$ cat src/rtl/fwd_hazard_scoreboard_pkg.sv
// Shared forward-select codes and sizing helper for the forwarding/hazard unit.
// Code 0 means no bypass; code k selects producer stage k (1 = MEM, 2 = WB).
package fwd_hazard_scoreboard_pkg;

  localparam int FWD_SEL_NONE = 0;
  localparam int FWD_EX_MEM   = 1;
  localparam int FWD_MEM_WB   = 2;

  function automatic int fwd_sel_w(input int num_stg);
    return $clog2(num_stg + 1);
  endfunction

endpackage

$ cat src/rtl/fwd_hazard_scoreboard_src_select.sv
// Bypass select for one EX source operand: the nearest producer stage that
// writes a non-zero register matching the source wins.
module fwd_src_select
  import fwd_hazard_scoreboard_pkg::*;
#(
  parameter int NUM_FWD_STG = 2,
  parameter int REG_AW      = 5,
  parameter int SEL_W       = 2
) (
  input  logic [REG_AW-1:0]             rs,
  input  logic [NUM_FWD_STG*REG_AW-1:0] stg_rd,
  input  logic [NUM_FWD_STG-1:0]        stg_reg_write,
  output logic [SEL_W-1:0]              sel
);

  // Scan farthest-to-nearest so the lowest matching stage overwrites last.
  always_comb begin
    sel = SEL_W'(FWD_SEL_NONE);
    for (int k = NUM_FWD_STG - 1; k >= 0; k--) begin
      if (stg_reg_write[k] &&
          (stg_rd[k*REG_AW +: REG_AW] != '0) &&
          (stg_rd[k*REG_AW +: REG_AW] == rs)) begin
        sel = SEL_W'(k + 1);
      end
    end
  end

endmodule

$ cat src/rtl/fwd_hazard_scoreboard.sv
// Forwarding selects, load-use detection and long-latency write scoreboard.
// Define FWD_PERF_CNT_EN to build the 32-bit stall-cycle counter.
module fwd_hazard_scoreboard
  import fwd_hazard_scoreboard_pkg::*;
#(
  parameter int NUM_SRC     = 2,
  parameter int NUM_FWD_STG = 2,
  parameter int REG_AW      = 5,
  parameter int MAX_OUTST   = 4,
  parameter int SEL_W       = fwd_sel_w(NUM_FWD_STG)
) (
  input  logic                          clk,
  input  logic                          rst,
  input  logic [NUM_SRC*REG_AW-1:0]     ex_rs,
  input  logic [NUM_FWD_STG*REG_AW-1:0] stg_rd,
  input  logic [NUM_FWD_STG-1:0]        stg_reg_write,
  input  logic [NUM_SRC*REG_AW-1:0]     id_rs,
  input  logic [NUM_SRC-1:0]            id_rs_used,
  input  logic                          ex_mem_read,
  input  logic [REG_AW-1:0]             ex_rd,
  input  logic                          lu_issue_valid,
  input  logic [REG_AW-1:0]             lu_issue_rd,
  output logic                          lu_issue_ready,
  input  logic                          lu_done_valid,
  input  logic [REG_AW-1:0]             lu_done_rd,
  output logic [NUM_SRC*SEL_W-1:0]      forward_sel,
  output logic                          stall,
  output logic [(2**REG_AW)-1:0]        sb_busy,
  output logic [31:0]                   stall_cnt
);

  localparam int NUM_REGS = 2 ** REG_AW;
  localparam int CNT_W    = $clog2(MAX_OUTST + 1);
  localparam logic [CNT_W-1:0] MAX_CNT = CNT_W'(MAX_OUTST);

  logic [NUM_REGS-1:0] busy_q, busy_d;
  logic [CNT_W-1:0]    outst_cnt_q, outst_cnt_d;
  logic                load_use, sb_hit;
  logic                issue_set, done_clr;

  for (genvar i = 0; i < NUM_SRC; i++) begin : g_src
    fwd_src_select #(
      .NUM_FWD_STG (NUM_FWD_STG),
      .REG_AW      (REG_AW),
      .SEL_W       (SEL_W)
    ) u_sel (
      .rs            (ex_rs[i*REG_AW +: REG_AW]),
      .stg_rd        (stg_rd),
      .stg_reg_write (stg_reg_write),
      .sel           (forward_sel[i*SEL_W +: SEL_W])
    );
  end

  always_comb begin
    load_use = 1'b0;
    sb_hit   = 1'b0;
    for (int i = 0; i < NUM_SRC; i++) begin
      if (ex_mem_read && (ex_rd != '0) && id_rs_used[i] &&
          (id_rs[i*REG_AW +: REG_AW] == ex_rd)) begin
        load_use = 1'b1;
      end
      if (id_rs_used[i] && (id_rs[i*REG_AW +: REG_AW] != '0) &&
          busy_q[id_rs[i*REG_AW +: REG_AW]]) begin
        sb_hit = 1'b1;
      end
    end
  end

  // Handshake: an issue is accepted on a cycle where lu_issue_valid and
  // lu_issue_ready are both high; valid held without ready stalls ID and retries.
  assign lu_issue_ready = ~rst & (outst_cnt_q < MAX_CNT) & ~busy_q[lu_issue_rd] &
                          ~load_use & ~sb_hit;
  assign stall          = ~rst & (load_use | sb_hit | (lu_issue_valid & ~lu_issue_ready));

  // x0 never gets an entry, so a done on x0 finds it clear and is dropped.
  assign issue_set = lu_issue_valid & lu_issue_ready & (lu_issue_rd != '0);
  assign done_clr  = lu_done_valid & busy_q[lu_done_rd];

  always_comb begin
    busy_d      = busy_q;
    outst_cnt_d = outst_cnt_q;
    if (done_clr) begin
      busy_d[lu_done_rd] = 1'b0;
      outst_cnt_d        = outst_cnt_d - CNT_W'(1);
    end
    if (issue_set) begin
      busy_d[lu_issue_rd] = 1'b1;
      outst_cnt_d         = outst_cnt_d + CNT_W'(1);
    end
  end

  always_ff @(posedge clk) begin
    if (rst) begin
      busy_q      <= '0;
      outst_cnt_q <= '0;
    end else begin
      busy_q      <= busy_d;
      outst_cnt_q <= outst_cnt_d;
    end
  end

  assign sb_busy = busy_q;

`ifdef FWD_PERF_CNT_EN
  logic [31:0] stall_cnt_q, stall_cnt_d;

  always_comb begin
    stall_cnt_d = stall_cnt_q;
    if (stall) stall_cnt_d = stall_cnt_q + 32'd1;
  end

  always_ff @(posedge clk) begin
    if (rst) stall_cnt_q <= 32'd0;
    else     stall_cnt_q <= stall_cnt_d;
  end

  assign stall_cnt = stall_cnt_q;
`else
  assign stall_cnt = 32'd0;
`endif

endmodule

$ cat config.mk
export PLATFORM = sky130hd
export DESIGN_NAME = fwd_hazard_scoreboard
export DESIGN_NICKNAME = d
export VERILOG_FILES = /design/src/rtl/fwd_hazard_scoreboard_pkg.sv /design/src/rtl/fwd_hazard_scoreboard_src_select.sv /design/src/rtl/fwd_hazard_scoreboard.sv
export SDC_FILE = /design/constraint.sdc
export NUM_CORES = 1
export LEC_CHECK = 0
export ABC_AREA = 1
export CORE_MARGIN = 5
export CORE_UTILIZATION = 44
export DETAILED_ROUTE_END_ITERATION = 16
export GPL_TIMING_DRIVEN = 0
export PLACE_DENSITY = 0.88
export SYNTH_ARGS = -nofsm -noshare
export SYNTH_HDL_FRONTEND = slang
export SYNTH_SLANG_ARGS = --single-unit
$ cat constraint.sdc
create_clock -name clk -period 2.1 [get_ports clk]
set_input_delay 0.315 -clock clk [delete_from_list [all_inputs] [get_ports clk]]
set_output_delay 0.315 -clock clk [all_outputs]
set_load 0.02 [all_outputs]
After elaboration in Yosys (flattened, before gate mapping)

Cells that the tools add are included.

Register bits after elaboration: 35

Magnitude comparators: 7
Reduce and logical (&&, ||, !) cells: 23
Bitwise logic cells: 19
Add/sub/neg operators: 2
Equal/unequal tests: 6
Mux-type cells: 24

Operators by type and width:

| cell                  | number |
|---|---|
| $mux W32              | 2 |
| $and A32 B32 Y32      | 1 |
| $not A32 Y32          | 1 |
| $or A32 B32 Y32       | 1 |
| $eq A5 B5 Y1          | 6 |
| $reduce_bool A5 Y1    | 6 |
| $lt A5 B6 Y1 const B  | 4 |
| $bmux W1 S5           | 4 |
| $logic_and A1 B1 Y1   | 17 |
| $demux W1 S5          | 2 |
| $ge A5 B1 Y1 const B  | 2 |
| $mux W1               | 10 |
| $and A1 B1 Y1         | 9 |
| $mux W2               | 4 |
| $mux W3               | 2 |
| $not A1 Y1            | 5 |
| $add A3 B1 Y3 const B | 1 |
| $lt A3 B3 Y1 const B  | 1 |
| $sub A3 B1 Y3 const B | 1 |
| $or A1 B1 Y1          | 2 |

Depth between registers and ports, before layout

Gate-level depths: netlist (run 1).

Depth after elaboration: 13
Gate-level depth with buffers: 20
Mapped depth without buffers: 19

Cells and area by module

Synthesis (run 1) repeated with hierarchy kept, for this count alone.

Cell total of the unflattened synthesis: 803
Area total of the unflattened synthesis: 4245.3 um^2

By module, submodules not included:

| module                | area an instance (um^2) | times used | cells an instance |
|---|---|---|---|
| fwd_hazard_scoreboard | 3817.4                  | 1          | 703 |
| fwd_src_select        | 214.0                   | 2          | 50 |

Least setup slack after synthesis (run 1)

No wires, ideal clock.

Kind: input-to-output
Start point: input id_rs[5]
End point: output stall
Arrival: 1887 ps
Stages: 12
Setup slack: -102 ps
Cells stage by stage: buf_4 > buf_6 > o21ai_0 > nand2_1 > nand3_1 > nand3_1 > nand2_1 > nand3_1 > nand2_1 > nor2_4 > buf_6 > nor3_1

Cells in the longest elaborated chain, start to end: 10

Ends and longest elaborated chain:

| what                                                  | RTL line                                                 | RTL |
|---|---|---|
| from (decl)                                           | fwd_hazard_scoreboard.sv:17                              | `input logic [NUM_SRC*REG_AW-1:0] id_rs,` |
| $bmux W1 S5 (tied with other cells)                   | fwd_hazard_scoreboard.sv:63                              | `busy_q[id_rs[i*REG_AW +: REG_AW]]) begin` |
| $mux W1 (not written as such) (tied with other cells) | fwd_hazard_scoreboard.sv:63                              |  |
| $logic_and A1 B1 Y1 / $mux W1 (equally long branches) | fwd_hazard_scoreboard.sv:62, fwd_hazard_scoreboard.sv:58 |  |
| $mux W1 / $not A1 Y1 (equally long branches)          | fwd_hazard_scoreboard.sv:62, fwd_hazard_scoreboard.sv:72 |  |
| $not A1 Y1 / $and A1 B1 Y1 (equally long branches)    | fwd_hazard_scoreboard.sv:72, fwd_hazard_scoreboard.sv:71 |  |
| $and A1 B1 Y1 (*)                                     | fwd_hazard_scoreboard.sv:72                              | `~load_use & ~sb_hit;` |
| via lu_issue_ready                                    | fwd_hazard_scoreboard.sv:23                              | `output logic lu_issue_ready,` |
| $not A1 Y1 (*)                                        | fwd_hazard_scoreboard.sv:73                              | `assign stall = ~rst & (load_use \| sb_hit \| (lu_issue_valid & ~lu_issue_ready));` |
| $and A1 B1 Y1 (*)                                     | fwd_hazard_scoreboard.sv:73                              |  |
| $or A1 B1 Y1 (*)                                      | fwd_hazard_scoreboard.sv:73                              |  |
| $and A1 B1 Y1 (*)                                     | fwd_hazard_scoreboard.sv:73                              |  |
| to (decl)                                             | fwd_hazard_scoreboard.sv:27                              | `output logic stall,` |

The timed path passes the listed nets; every way through them passes the cells marked *. The select of a mux whose other input is x is not followed.

Worst setup path in the final report (run 1)

Start point: register busy_q[7] (netlist: sb_busy[7])
End point: output stall

Cells in the longest elaborated chain, start to end: 11

Ends and longest elaborated chain:

| what                          | RTL line                    | RTL |
|---|---|---|
| from (decl)                   | fwd_hazard_scoreboard.sv:36 | `logic [NUM_REGS-1:0] busy_q, busy_d;` |
| from (signal assigned)        | fwd_hazard_scoreboard.sv:97 | `busy_q <= busy_d;` |
| $bmux W1 S5                   | fwd_hazard_scoreboard.sv:63 |  |
| $mux W1 (not written as such) | fwd_hazard_scoreboard.sv:63 |  |
| $logic_and A1 B1 Y1           | fwd_hazard_scoreboard.sv:62 | `if (id_rs_used[i] && (id_rs[i*REG_AW +: REG_AW] != '0) &&` |
| $mux W1 (2 in a row)          | fwd_hazard_scoreboard.sv:62 |  |
| $not A1 Y1                    | fwd_hazard_scoreboard.sv:72 |  |
| $and A1 B1 Y1                 | fwd_hazard_scoreboard.sv:72 |  |
| $not A1 Y1                    | fwd_hazard_scoreboard.sv:73 |  |
| $and A1 B1 Y1                 | fwd_hazard_scoreboard.sv:73 |  |
| $or A1 B1 Y1 (*)              | fwd_hazard_scoreboard.sv:73 |  |
| $and A1 B1 Y1 (*)             | fwd_hazard_scoreboard.sv:73 |  |

Mark *: on every way between the ends. The rest lies on a longest branch, timed or not. The select of a mux whose other input is x is not followed.

==> results of run 1 <==
==> area by class of cell <==
type	count	share of cell area (%)
clock buffers	8	1.668
inverters	70	4.713
multi-input cells	590	50.57
repair inverters	1	0.06257
repair buffers	132	19.69
well taps	108	2.252
flip-flops and latches	35	13.22
plain buffers	61	7.821
==> state kept, by name, indices dropped and copies added, names as in the netlist <==
signal / count
sb_busy: 32
outst_cnt_q: 3
==> power groups by stage <==
stage | combinational [mW] | clock [mW] | sequential (mW)
5_1_grt | 0.837 | 0.575 | 0.656
6_report | 0.781 | 0.548 | 0.656
2_1_floorplan | 0.424 | 0 | 0.696
3_5_place_dp | 0.647 | 0 | 0.695
4_1_cts | 0.700 | 0.538 | 0.662
3_3_place_gp | 0.642 | 0 | 0.695
==> cells in the final DEF, fill, tap and decap left out, types with 3 or more instances in the layout <==
master	instances
xnor2_1	9
a21oi_1	31
buf_2	12
nand4_1	4
o21ai_1	52
dfxtp_1	3
inv_2	22
nand2_1	221
nor2_2	8
conb_1	32
buf_4	77
nand2_2	12
nor2_1	67
nand3_2	8
clkbuf_1	5
clkinvlp_4	3
buf_6	20
dfxtp_2	11
a21oi_2	5
xor2_1	16
o21ai_0	14
o211ai_1	3
o21ai_2	3
dlygate4sd2_1	15
nor3_2	6
nor3_4	10
clkbuf_8	8
dfxtp_4	21
dlymetal6s2s_1	3
clkdlybuf4s50_1	53
clkbuf_4	3
nand3_1	69
inv_1	42
==> timing repair <==
item / CTS / global route
setup endpoints to repair: 40 / 30
resized for setup: 179 / 79
gates cloned: 3 / 0
hold endpoints to repair: 0 / 0
pin swaps: 14 / 40
setup buffers: 17 / 28
==> Yosys cell counts (4+ instances only) <==
cell / number / share of area (%)
a21oi_1: 35 / 4.4
buf_2: 10 / 1.2
buf_4: 37 / 6.9
buf_6: 9 / 2.5
clkbuf_1: 5 / 0.47
dfxtp_1: 35 / 17
inv_1: 63 / 5.9
inv_2: 5 / 0.47
nand2_1: 233 / 22
nand3_1: 78 / 9.7
nand4_1: 4 / 0.62
nor2_1: 73 / 6.8
nor3_1: 18 / 2.2
o21ai_0: 26 / 3.2
o21ai_1: 43 / 5.4
xnor2_1: 9 / 2.0
xor2_1: 17 / 3.7
==> routing by layer <==
layer / wire length, microns / up-vias
li1: - / 2617
met1: 5921 / 2456
met2: 7587 / 432
met3: 2138 / 114
met4: 937 / 0
met5: 0 / -
==> worst max-delay path, delay by kind of cell, from the launching register on <==
family / cells / cell delay [ns]
AO/OA/AOI/OAI: 1 / 0.17
buffers and inverters: 3 / 0.31
flip-flops: 1 / 0.36
AND/OR/NAND/NOR: 6 / 0.77
==> cell families (layout without fill, tap and decap cells) <==
kind of cell,Yosys count,count (layout),share of synthesized area (%)
AND/OR/NAND/NOR,419,419,43.69
adder cells (fa/ha/maj),2,2,0.6245
other,1,32,0.09360
buffers and inverters,132,272,17.96
flip-flops,35,35,17.49
XOR/XNOR,26,26,5.684
AO/OA/AOI/OAI,111,111,14.46
==> worst max path at each step <==
stage,depth (start not counted),endpoint,slack (ns)
after floorplan,12,stall,0.07
after global placement,14,stall,-1.00
after detailed placement,14,stall,-1.01
after CTS,12,stall,-0.06
after global routing,10,stall,-0.18
final,10,stall,-0.11
==> stage by stage <==
step / util (%) / cells
after CTS: 63.82 / 977
after global routing: 68.13 / 1005
final: 68.13 / 1005
after detailed placement: 58.07 / 950
after global placement: 58.07 / 950
after floorplan: - / 757
==> flow_metrics.tcl, run 1 <==
set metrics [dict create \
    ant_nets 0 \
    holdCritPathClass "in -> reg" \
    synth_warnings 0 \
    min_to "sb_busy[7]" \
    grt_pass1_vias 5106 \
    tns_ns -0.1586 \
    crit_start "sb_busy[7]" \
    io_buffers 85 \
    dp_slack_ns -1.012 \
    antenna_found_initial 0 \
    synth_edf_count 0 \
    wl_per_cell_microns 16.50 \
    arrival_ns 1.90 \
    reg2reg_from "sb_busy[7]" \
    peakVddDrop_mv 0.2929 \
    use_met3_pct 5.990 \
    floorplan.initialDensity_pct 45.50 \
    nFillCells 715 \
    power_switching_uw 726.1 \
    finalHoldViolations 0 \
    critPathMaxStageDelay_ns 0.36 \
    worstPathRequired_ns 1.78 \
    first_pass_iters 8 \
    path_common_cell "buf_6" \
    rows 34 \
    fin_worst_skew_ns 0.003996 \
    fin_crit_sh_pct 105.4 \
    report.final.slew_viol_count 0 \
    cts_sinks 35 \
    worstMarginPinSlew_ns 0.8448 \
    p_leak_nw 2.669 \
    met2_usage_pct 44.85 \
    num_antenna_cells 0 \
    total_power_mw 1.986 \
    slowest_stage "dfxtp_4" \
    dieArea_sq_um 11110 \
    power_frac_seq_pct 33.0 \
    power.share.switching_pct 36.56 \
    cts_buffer_depth 2 \
    ys_types 35 \
    ff2ff_path_depth 12 \
    multi_input_area_sq_um 3034 \
    powerDensity_nw_per_um2 331.0 \
    die_w_microns 105.4 \
    max_freq_mhz 451.6 \
    grt_util_met1_pct 33.05 \
    min_from "rst" \
    drcViolationCount 0 \
    criticalPathCategory "reg -> out" \
    crit_fanout 4 \
    drt_wl_total_microns 16590 \
    syn_avg_cell_area_sq_um 5.518 \
    internal_power_mw 1.260 \
    startpoint_type "flip-flop" \
    dpl_cell_area_sq_um 5114 \
    fin_area_sq_um 6000 \
    async_flop_share_pct 0 \
    dr_total_vias 5619 \
    cts_hold_buf 0 \
    maxCapViolCount 0 \
    holdWs_ns 0.4427 \
    clkTransAtPathRegs_ns 0.07 \
    pwr-share-comb_pct 39.3 \
    postSynthCellCount 726 \
    final.min_clock_period_ns 2.214 \
    dp_hpwl_microns 11020 \
    outcome "finished with violations" \
    grt_pass1_wl_microns 24700 \
    synthesis.area_sq_um 4006 \
    grt.total_usage_pct 27.04 \
    area_growth_syn_to_layout_pct 49.75 \
    p_clk_share_pct 27.6 \
    max_slew_margin_pct 43.47 \
    via_per_inst 5.591 \
    endpoint_kind "output port" \
    nNetsFinal 952 \
    r2r-end "sb_busy[28]" \
    grt_max_degree 11 \
    core_sq_um 8806 \
    ios 124 \
    setup_viol 2 \
    numCtsBuffers 5 \
    hold-path-cell-count 2 \
    htree_num_levels 2 \
    rrSetupSlack_ns 0.03 \
    cts_tree "built" \
    drtIter0Drc 809 \
    path_cells "inv_2 > buf_6 > nor2_2 > nor2_1 > nand3_1 > a21oi_2 > nand4_1 > nor2_4 > nor3_4 > buf_6" \
    ys_seq_area_share_pct 17.49 \
    failed_checks "setup timing" \
    gp_congestion 1.009 \
    regArea_sq_um 793.3 \
    ys_ff_latch 35 \
    setup_ws_ns -0.1144 \
    grt-ovfl-total 0 \
    cts_root_buffer "clkbuf_8" \
    grt_setup_unrepaired "true" \
    die_y_microns 105.4 \
    clock_latency_ns 0.29 \
    synth_ff_type "dfxtp_1" \
    drive_gt1_share_pct 27.76 \
    top_usage_layer "met2" \
]
(Power assumes the default switching activity.)
==> inputs of run 2 (changes only) <==
GPL_TIMING_DRIVEN = 1   (was 0)
==> run 2 against run 1 <==
  * Largest cell class unchanged
  * Sequential power increased by 3%
  * Final area up 5.8%
  * Final cell count grew 4.2%
  * Utilization increased by 4.0 points
  * Critical path type unchanged
  * Largest power group unchanged
  * The run still ends with setup timing left
  * First-iteration DRC count grew 32%
==> flow_metrics.tcl, run 2 (synthesized netlist as in run 1, its figures left out) <==
set metrics [dict create \
    outcome "finished with violations" \
    failed_checks "setup timing" \
    power_frac_seq_pct 34.2 \
    die_w_microns 105.4 \
    drcViolationCount 0 \
    p_clk_share_pct 23.8 \
    p_leak_nw 2.996 \
    criticalPathCategory "reg -> out" \
    cts_hold_buf 0 \
    drt_wl_total_microns 18130 \
    dp_hpwl_microns 12580 \
    largest_register_ffs 32 \
    grt-ovfl-total 0 \
    cpLargestDelayFamily "simple AND/OR/NAND/NOR gates" \
    first_pass_iters 6 \
    htree_num_levels 2 \
    grt.total_usage_pct 30.27 \
    antenna_found_initial 0 \
    cts_tree "built" \
    fin_crit_sh_pct 107.7 \
    dieArea_sq_um 11110 \
    maxCapViolCount 0 \
    critPathMaxStageDelay_ns 0.37 \
    power.share.switching_pct 37.01 \
    pwr-share-comb_pct 42.0 \
    cts_sinks 35 \
    numCtsBuffers 5 \
    ios 124 \
    endpoint_kind "output port" \
    peakVddDrop_mv 0.3080 \
    holdCritPathClass "reg -> reg" \
    power_switching_uw 729.3 \
    path_common_cell "nand2_1" \
    gp_congestion 1.001 \
    drtIter0Drc 1067 \
    arrival_ns 1.95 \
    dr_total_vias 5874 \
    die_y_microns 105.4 \
    clock_latency_ns 0.29 \
    internal_power_mw 1.241 \
    cts_buffer_depth 2 \
    clkTransAtPathRegs_ns 0.07 \
    nNetsFinal 996 \
    wl_per_cell_microns 17.32 \
    slowest_stage "dfxtp_4" \
    setup_viol 5 \
    num_antenna_cells 0 \
    powerDensity_nw_per_um2 310.3 \
    area_growth_syn_to_layout_pct 58.49 \
    final_cell_mix "224 x nand2_1, 129 x buf_4, 75 x nand3_1" \
    path_cells "buf_6 > nand2_2 > nand2_1 > nand2_1 > nand2_1 > nand2_1 > nand2_1 > nor2_2 > nand4_1 > nor2_4 > nor3_2 > buf_4" \
    core_sq_um 8806 \
    io_buffers 91 \
    crit_buf_inv 2 \
    grt_pass1_vias 5362 \
    cts_root_buffer "clkbuf_8" \
    dp_slack_ns -0.8133 \
    startpoint_type "flip-flop" \
    final_common_cell "nand2_1" \
    floorplan.initialDensity_pct 45.50 \
    finalHoldViolations 0 \
    rows 34 \
    final.min_clock_period_ns 2.261 \
    grt_pass1_wl_microns 27300 \
    via_per_inst 5.610 \
    grt_setup_unrepaired "true" \
    worstPathRequired_ns 1.78 \
    ant_nets 0 \
    grt_max_degree 34 \
    report.final.slew_viol_count 0 \
    tns_ns -0.3917 \
    max_freq_mhz 442.3 \
    drive_gt1_share_pct 27.69 \
    fin_worst_skew_ns 0.004119 \
    setup_ws_ns -0.1607 \
    crit_fanout 3 \
]
run 2: worst paths after layout:
check,start,endpoint,slack (ns),cells past startpoint
worst max register to register,sb_busy[12],sb_busy[5],-0.08,14
worst min register to register,sb_busy[0],sb_busy[0],0.61,3
worst min-delay path,sb_busy[0],sb_busy[0],0.61,3
worst max-delay path,sb_busy[12],stall,-0.16,12
run 2: per-stage QoR:
stage	total power [mW]	cell area (sq um)	cells	hold WS [ns]	utilization (%)
after global routing	2.040	6350	1047	0.6463	72.11
after CTS	1.924	6160	1040	0.5925	69.95
after global placement	1.389	5713	1016	0.5666	64.88
after detailed placement	1.402	5713	1016	0.5765	64.88
final	1.970	6350	1047	0.6051	72.11
after floorplan	1.119	4128	757	0.5025	-
run 2: power by group through the flow:
stage	clock network [mW]	registers, mW	logic (mW)
6_report	0.468	0.674	0.828
4_1_cts	0.463	0.677	0.784
3_3_place_gp	0	0.692	0.697
5_1_grt	0.488	0.675	0.877
3_5_place_dp	0	0.692	0.710
2_1_floorplan	0	0.696	0.424
run 2: routing by layer:
layer	share of wire, %	track usage, %
met1	37	40.09
met2	46	49.09
met3	12	4.523
met4	5.2	12.65
met5	0	0
run 2: final cells by class:
class / count / area, sq um
multi-input cells: 590 / 2967
inverters: 70 / 274.0
repair buffers: 238 / 2167
flip-flops and latches: 35 / 734.5
clock buffers: 6 / 72.57
well taps: 108 / 135.1
fillers: 678 / 2456
run 2: timing repair:
item,4_1_cts,5_1_grt
pin swaps,26,28
gates resized for setup,131,68
setup buffers,13,7
endpoints found under the setup margin,36,39
gates cloned,5,0
run 2: worst reg2reg max path, cell delays in order, from the launching register on:
cell	delay, ns
dfxtp_4	0.37
buf_6	0.13
nand2_2	0.06
nand2_1	0.06
nand2_1	0.07
nand2_1	0.08
nand2_1	0.09
nand2_1	0.09
nor2_2	0.14
nand4_1	0.15
nor2_4	0.18
buf_4	0.14
buf_4	0.16
nand3_1	0.11
a21oi_1	0.25
